--- src/rtl/prince_pkg.sv ---
// Shared definitions for the PRINCE host interface: share count, FSM encoding,
// the k0' whitening-key derivation and the PRINCE alpha constant.
package prince_pkg;

    localparam int NSHARES_DEF = 5;
    localparam logic [63:0] ALPHA = 64'hc0ac29b7c97c50dd;

    typedef enum logic [2:0] {
        ST_IDLE,
        ST_LOAD,
        ST_CRST,
        ST_RUN,
        ST_UNLOAD
    } state_t;

    function automatic logic [63:0] k0_prime(input logic [63:0] k0);
        return {k0[0], k0[63:1]} ^ {63'b0, k0[63]};
    endfunction

endpackage

--- src/rtl/prince_share_buf.sv ---
// WORDS x 32-bit share register file: word-indexed writes, whole-buffer parallel
// load, and a flat view with share i at bits [64i+63:64i] (even word = high half).
module prince_share_buf
    import prince_pkg::*;
#(
    parameter int NSHARES = NSHARES_DEF,
    localparam int WORDS = 2 * NSHARES,
    localparam int IW = $clog2(WORDS + 1)
) (
    input  logic                   clk,
    input  logic                   rst,
    input  logic                   wr_en,
    input  logic [IW-1:0]          wr_idx,
    input  logic [31:0]            wr_data,
    input  logic                   ld_en,
    input  logic [64*NSHARES-1:0]  ld_data,
    output logic [64*NSHARES-1:0]  flat
);

    for (genvar gi = 0; gi < WORDS; gi++) begin : g_word
        localparam int OFS = 64 * (gi / 2) + 32 * (1 - (gi % 2));
        logic [31:0] word_reg;

        always_ff @(posedge clk or posedge rst) begin
            if (rst) begin
                word_reg <= '0;
            end else if (ld_en) begin
                word_reg <= ld_data[OFS +: 32];
            end else if (wr_en && (wr_idx == IW'(gi))) begin
                word_reg <= wr_data;
            end
        end

        assign flat[OFS +: 32] = word_reg;
    end

endmodule

--- src/rtl/prince_host_if.sv ---
// Host load/unload front end for the masked PRINCE core: loads shares over a
// 32-bit stream, sequences the round controller, and streams result shares out.
module prince_host_if
    import prince_pkg::*;
#(
    parameter int NSHARES = NSHARES_DEF
) (
    input  logic                   clk,
    input  logic                   rst,
    input  logic                   enc,
    input  logic [127:0]           key,
    input  logic                   in_valid,
    output logic                   in_ready,
    input  logic [31:0]            in_data,
    output logic                   out_valid,
    input  logic                   out_ready,
    output logic [31:0]            out_data,
    output logic                   out_last,
    output logic                   busy,
    output logic                   core_rst,
    output logic                   core_en,
    output logic                   core_enc,
    input  logic                   core_done,
    output logic [64*NSHARES-1:0]  core_din,
    input  logic [64*NSHARES-1:0]  core_dout,
    output logic [63:0]            core_kin,
    output logic [63:0]            core_kout,
    output logic [63:0]            core_k1
);

    localparam int WORDS = 2 * NSHARES;
    localparam int CW = $clog2(WORDS + 1);
    localparam logic [CW-1:0] LAST = CW'(WORDS - 1);

    state_t           state_reg, state_next;
    logic [CW-1:0]    wcnt_reg, wcnt_next;
    logic             enc_reg;
    logic [127:0]     key_reg;
    logic             in_wr, out_ld, cfg_ld;
    logic [64*NSHARES-1:0] in_flat, out_flat;
    logic [63:0]      k0, k0p;

    always_ff @(posedge clk or posedge rst) begin
        if (rst) begin
            state_reg <= ST_IDLE;
            wcnt_reg  <= '0;
            enc_reg   <= 1'b1;
            key_reg   <= '0;
        end else begin
            state_reg <= state_next;
            wcnt_reg  <= wcnt_next;
            if (cfg_ld) begin
                enc_reg <= enc;
                key_reg <= key;
            end
        end
    end

    always_comb begin
        state_next = state_reg;
        wcnt_next  = wcnt_reg;
        in_ready   = 1'b0;
        out_valid  = 1'b0;
        core_rst   = 1'b0;
        core_en    = 1'b0;
        in_wr      = 1'b0;
        out_ld     = 1'b0;
        cfg_ld     = 1'b0;
        case (state_reg)
            ST_IDLE: begin
                in_ready = 1'b1;
                core_rst = 1'b1;
                if (in_valid) begin
                    in_wr  = 1'b1;
                    cfg_ld = 1'b1;
                    if (WORDS == 1) begin
                        wcnt_next  = '0;
                        state_next = ST_CRST;
                    end else begin
                        wcnt_next  = CW'(1);
                        state_next = ST_LOAD;
                    end
                end
            end
            ST_LOAD: begin
                in_ready = 1'b1;
                core_rst = 1'b1;
                if (in_valid) begin
                    in_wr = 1'b1;
                    if (wcnt_reg == LAST) begin
                        wcnt_next  = '0;
                        state_next = ST_CRST;
                    end else begin
                        wcnt_next = wcnt_reg + CW'(1);
                    end
                end
            end
            ST_CRST: begin
                core_rst   = 1'b1;
                state_next = ST_RUN;
            end
            ST_RUN: begin
                core_en = 1'b1;
                if (core_done) begin
                    out_ld     = 1'b1;
                    wcnt_next  = '0;
                    state_next = ST_UNLOAD;
                end
            end
            ST_UNLOAD: begin
                out_valid = 1'b1;
                if (out_ready) begin
                    if (wcnt_reg == LAST) begin
                        wcnt_next  = '0;
                        state_next = ST_IDLE;
                    end else begin
                        wcnt_next = wcnt_reg + CW'(1);
                    end
                end
            end
            default: state_next = ST_IDLE;
        endcase
    end

    prince_share_buf #(.NSHARES(NSHARES)) u_in_buf (
        .clk     (clk),
        .rst     (rst),
        .wr_en   (in_wr),
        .wr_idx  (wcnt_reg),
        .wr_data (in_data),
        .ld_en   (1'b0),
        .ld_data ('0),
        .flat    (in_flat)
    );

    prince_share_buf #(.NSHARES(NSHARES)) u_out_buf (
        .clk     (clk),
        .rst     (rst),
        .wr_en   (1'b0),
        .wr_idx  ('0),
        .wr_data ('0),
        .ld_en   (out_ld),
        .ld_data (core_dout),
        .flat    (out_flat)
    );

    // Output word select uses the same word ordering as the load path.
    always_comb begin
        out_data = '0;
        for (int i = 0; i < WORDS; i++) begin
            if (wcnt_reg == CW'(i)) begin
                out_data = out_flat[64 * (i / 2) + 32 * (1 - (i % 2)) +: 32];
            end
        end
    end

    assign out_last  = (state_reg == ST_UNLOAD) && (wcnt_reg == LAST);
    assign busy      = (state_reg != ST_IDLE);
    assign core_enc  = enc_reg;
    assign core_din  = in_flat;
    assign k0        = key_reg[127:64];
    assign k0p       = k0_prime(k0);
    assign core_kin  = enc_reg ? k0 : k0p;
    assign core_kout = enc_reg ? k0p : k0;
    assign core_k1   = key_reg[63:0];

endmodule

--- config.mk ---
export PLATFORM = sky130hd
export DESIGN_NAME = prince_host_if
export DESIGN_NICKNAME = d
export VERILOG_FILES = /design/src/rtl/prince_pkg.sv /design/src/rtl/prince_share_buf.sv /design/src/rtl/prince_host_if.sv
export SDC_FILE = /design/constraint.sdc
export NUM_CORES = 1
export LEC_CHECK = 0
export BUFFER_PORTS_ARGS = -buffer_cell sky130_fd_sc_hd__buf_4
export CAP_MARGIN = 10
export CORE_AREA = 2 2 399 401
export CTS_CLUSTER_DIAMETER = 50
export DETAILED_ROUTE_END_ITERATION = 8
export DIE_AREA = 0 0 401 403
export PLACE_DENSITY_LB_ADDON = 0.3
export SYNTH_ARGS = -nofsm -noshare
export SYNTH_HDL_FRONTEND = slang
export SYNTH_SLANG_ARGS = --single-unit
--- constraint.sdc ---
create_clock -name clk -period 30.9 [get_ports clk]
set_input_delay 6.18 -clock clk [delete_from_list [all_inputs] [get_ports clk]]
set_output_delay 6.18 -clock clk [all_outputs]
set_load 0.02 [all_outputs]
==> out/metrics.cfg <==
[floorplanning]
core_mm2 = 0.157
dieArea_mm2 = 0.162
die_h_um = 403
initial_core_util = 0.212
std_cell_rows = 146
die_w_um = 401
io_pins = 1037

[sta]
slew_headroom = 0.154
setup_violations = 0
finalClockSkew_ns = 0.0484
finalHoldViolCount = 0
period_share = 0.341
finalMaxSlewViolations = 0
max_freq_mhz = 95.0
setup-tns-final_ns = 0
hold_slack_ns = 0.492
rsz0062_at_grt = false
min_period_ns = 10.53
tightest_slew_ns = 1.27

[final_layout]
mostFrequentLayoutCells = 1069 x buf_4, 778 x mux2_2, 772 x dfrtp_1
syn_to_final_growth_pct = 39.8
fin_util = 0.297
finalNetCount = 3918
nFillCells = 16313
multiInputGateArea_mm2 = 0.0127
drive_above_1_share = 0.583
seqCellArea_mm2 = 0.0194
layout.cells.non_filler = 5615
final_common_cell = buf_4

[routing]
drc_errors = 0
vias_per_cell = 4.31
vias = 24174
wl_per_cell_um = 26.5
drtIter0Drc = 1099
finalWirelength_um = 149000
drt-pass1-iter-count = 5
antenna_left = 0

[critical_path]
worst_ep_arrival_time_ns = 4.35
worst_setup_path_end_kind = primary output
path_class = register to primary output
worstPathRequired_ns = 24.72
critPathLaunchType = register
worst-path-max-fanout = 64

[placed_design]
io_buffers = 1036
dp.cells = 5393
hpwl_um = 115000
gp_congestion = 0.891

[yosys]
yosysUniqueCellTypes = 51
avgSynthCellArea_um2 = 13.4
synth_nets = 2982
syn_inst = 2496
syn_area_mm2 = 0.0334
synth-edff-count = 0
seq_area_frac_synth = 0.581
synthFlopType = dfrtp_1
yosys_warnings = 0
async_flop_share = 1.00
ys_ff_latch = 776

[pwr]
cellPowerDensity_mw_per_mm2 = 125
power_frac_clock = 0.224
power.net_switching_mw = 2.35
sw_frac_of_total = 0.403
p_leak_nw = 22.1
intPower_mw = 3.48
pwr-share-seq = 0.314
comb_power_share = 0.462
ir_drop_uv = 55.4

[global_routing]
grt.overflow.total = 0
first_global_vias = 25113
grt_max_degree = 185
grt_pass1_wl_um = 202000
antenna_found_initial = 56
grtUsageTotal = 0.179

[clocking]
cts_buffer_depth = 3
cts_tree = done
postCtsSetupRepairBufs = 0
root_buffer = clkbuf_16
cts_hold_buf = 0
post_cts_resized = 0
worstSkewPairLatency_ns = 0.73
htreeDepth = 3
cts_made_buffers = 109
cts.reportedPaths.clkPinSlew_ns = 0.06
clock_sinks = 776

[run]
cap_violations = 0

[hold_path]
hold_class = register to register

[status]
outcome = complete, no violations

[metal layers]
metal | GRT usage | wire (um) | share of wire
met4 | 0.0980 | 8280 | 0.056
met3 | 0.0569 | 10700 | 0.072
met2 | 0.327 | 78300 | 0.53
met1 | 0.179 | 51300 | 0.34
met5 | 0 | 262 | 0.0018
[area by class of cell]
cell class	instances	area share
flip-flops and latches	776	0.416
inverters	9	0.000883
repair buffers	1071	0.173
clock inverters	50	0.0146
multi-input cells	1465	0.272
well taps	2072	0.0555
diodes	20	0.00107
clock buffers	152	0.0673
[critical path, cell delays in order (launching register included)]
cell and delay (ns):
dfrtp_4 0.71, buf_4 0.65, nand2b_1 0.73, o21a_1 0.40, o22ai_1 0.64, a21oi_1 0.21
buf_4 0.21
[power by group through the flow]
| stage | Combinational [mW] | Sequential [mW] | Clock, mW |
|---|---|---|---|
| floorplan | 1.34 | 1.97 | 0 |
| detailed placement | 2.74 | 1.85 | 0 |
| CTS | 2.75 | 1.83 | 1.35 |
| finish | 2.69 | 1.83 | 1.31 |
| global route | 2.84 | 1.89 | 1.39 |
| global placement | 2.72 | 1.84 | 0 |
[path summary, 6_finish.rpt]
kind                            slack [ns]  cells past startpoint                            from                               end
worst min register to register        0.49                      1  u_in_buf.g_word[6].word_reg[3]    u_in_buf.g_word[6].word_reg[3]
worst min-delay path                  0.49                      1  u_in_buf.g_word[6].word_reg[3]    u_in_buf.g_word[6].word_reg[3]
worst max-delay path                 20.37                      6                     wcnt_reg[0]                      out_data[16]
max in group asynchronous            22.05                      5                             rst   u_in_buf.g_word[5].word_reg[29]
worst max register to register       26.20                      5                    state_reg[0]  u_out_buf.g_word[2].word_reg[28]
min in group asynchronous             5.57                      2                             rst   u_out_buf.g_word[6].word_reg[5]
[stage by stage]
| step | worst slack, ns | instance area [um2] | power, mW |
|---|---|---|---|
| 6_report | 20.37 | 46700 | 5.84 |
| 4_1_cts | 20.26 | 46700 | 5.93 |
| 3_3_place_gp | 20.70 | 42900 | 4.56 |
| 2_1_floorplan | 2.94 | 33400 | 3.31 |
| 3_5_place_dp | 20.66 | 42900 | 4.59 |
| 5_1_grt | 20.16 | 46700 | 6.12 |
[synth_stat cells (2+ instances only)]
library cell	n	area, um2
nand2_1	234	878
o21ai_0	49	245
o22ai_1	46	288
o21a_1	24	180
dfrtp_1	775	19400
a21boi_0	3	22.5
nor3_1	4	20.0
nand4bb_1	2	22.5
nand3b_1	9	67.6
o311ai_0	9	78.8
or3_1	11	68.8
nor2_1	23	86.3
o2bb2ai_1	21	184
a21oi_1	87	435
mux2i_1	31	310
buf_1	34	128
o31ai_1	2	15.0
a221oi_1	2	17.5
buf_2	75	375
inv_1	9	33.8
nand4b_1	2	17.5
o32ai_1	2	17.5
mux2_1	13	146
mux4_2	2	45.0
clkbuf_1	60	225
nand2b_1	69	432
buf_4	74	556
mux2_2	778	8760
buf_6	3	33.8
nand3_1	5	25.0
nor4bb_1	2	20.0
nor2b_1	2	12.5
a22oi_1	16	120
[cells by family (layout without fill, tap and decap cells)]
logic type,Yosys count,count (layout),share of synthesized area
buffers and inverters,255,1282,0.0404
multiplexers,824,824,0.277
flip-flops,776,776,0.581
AND/OR/NAND/NOR,372,372,0.0518
XOR/XNOR,1,1,0.000262
AO/OA/AOI/OAI,268,268,0.0498
other,0,20,0
Note: power is estimated with default switching activity, not from simulation.
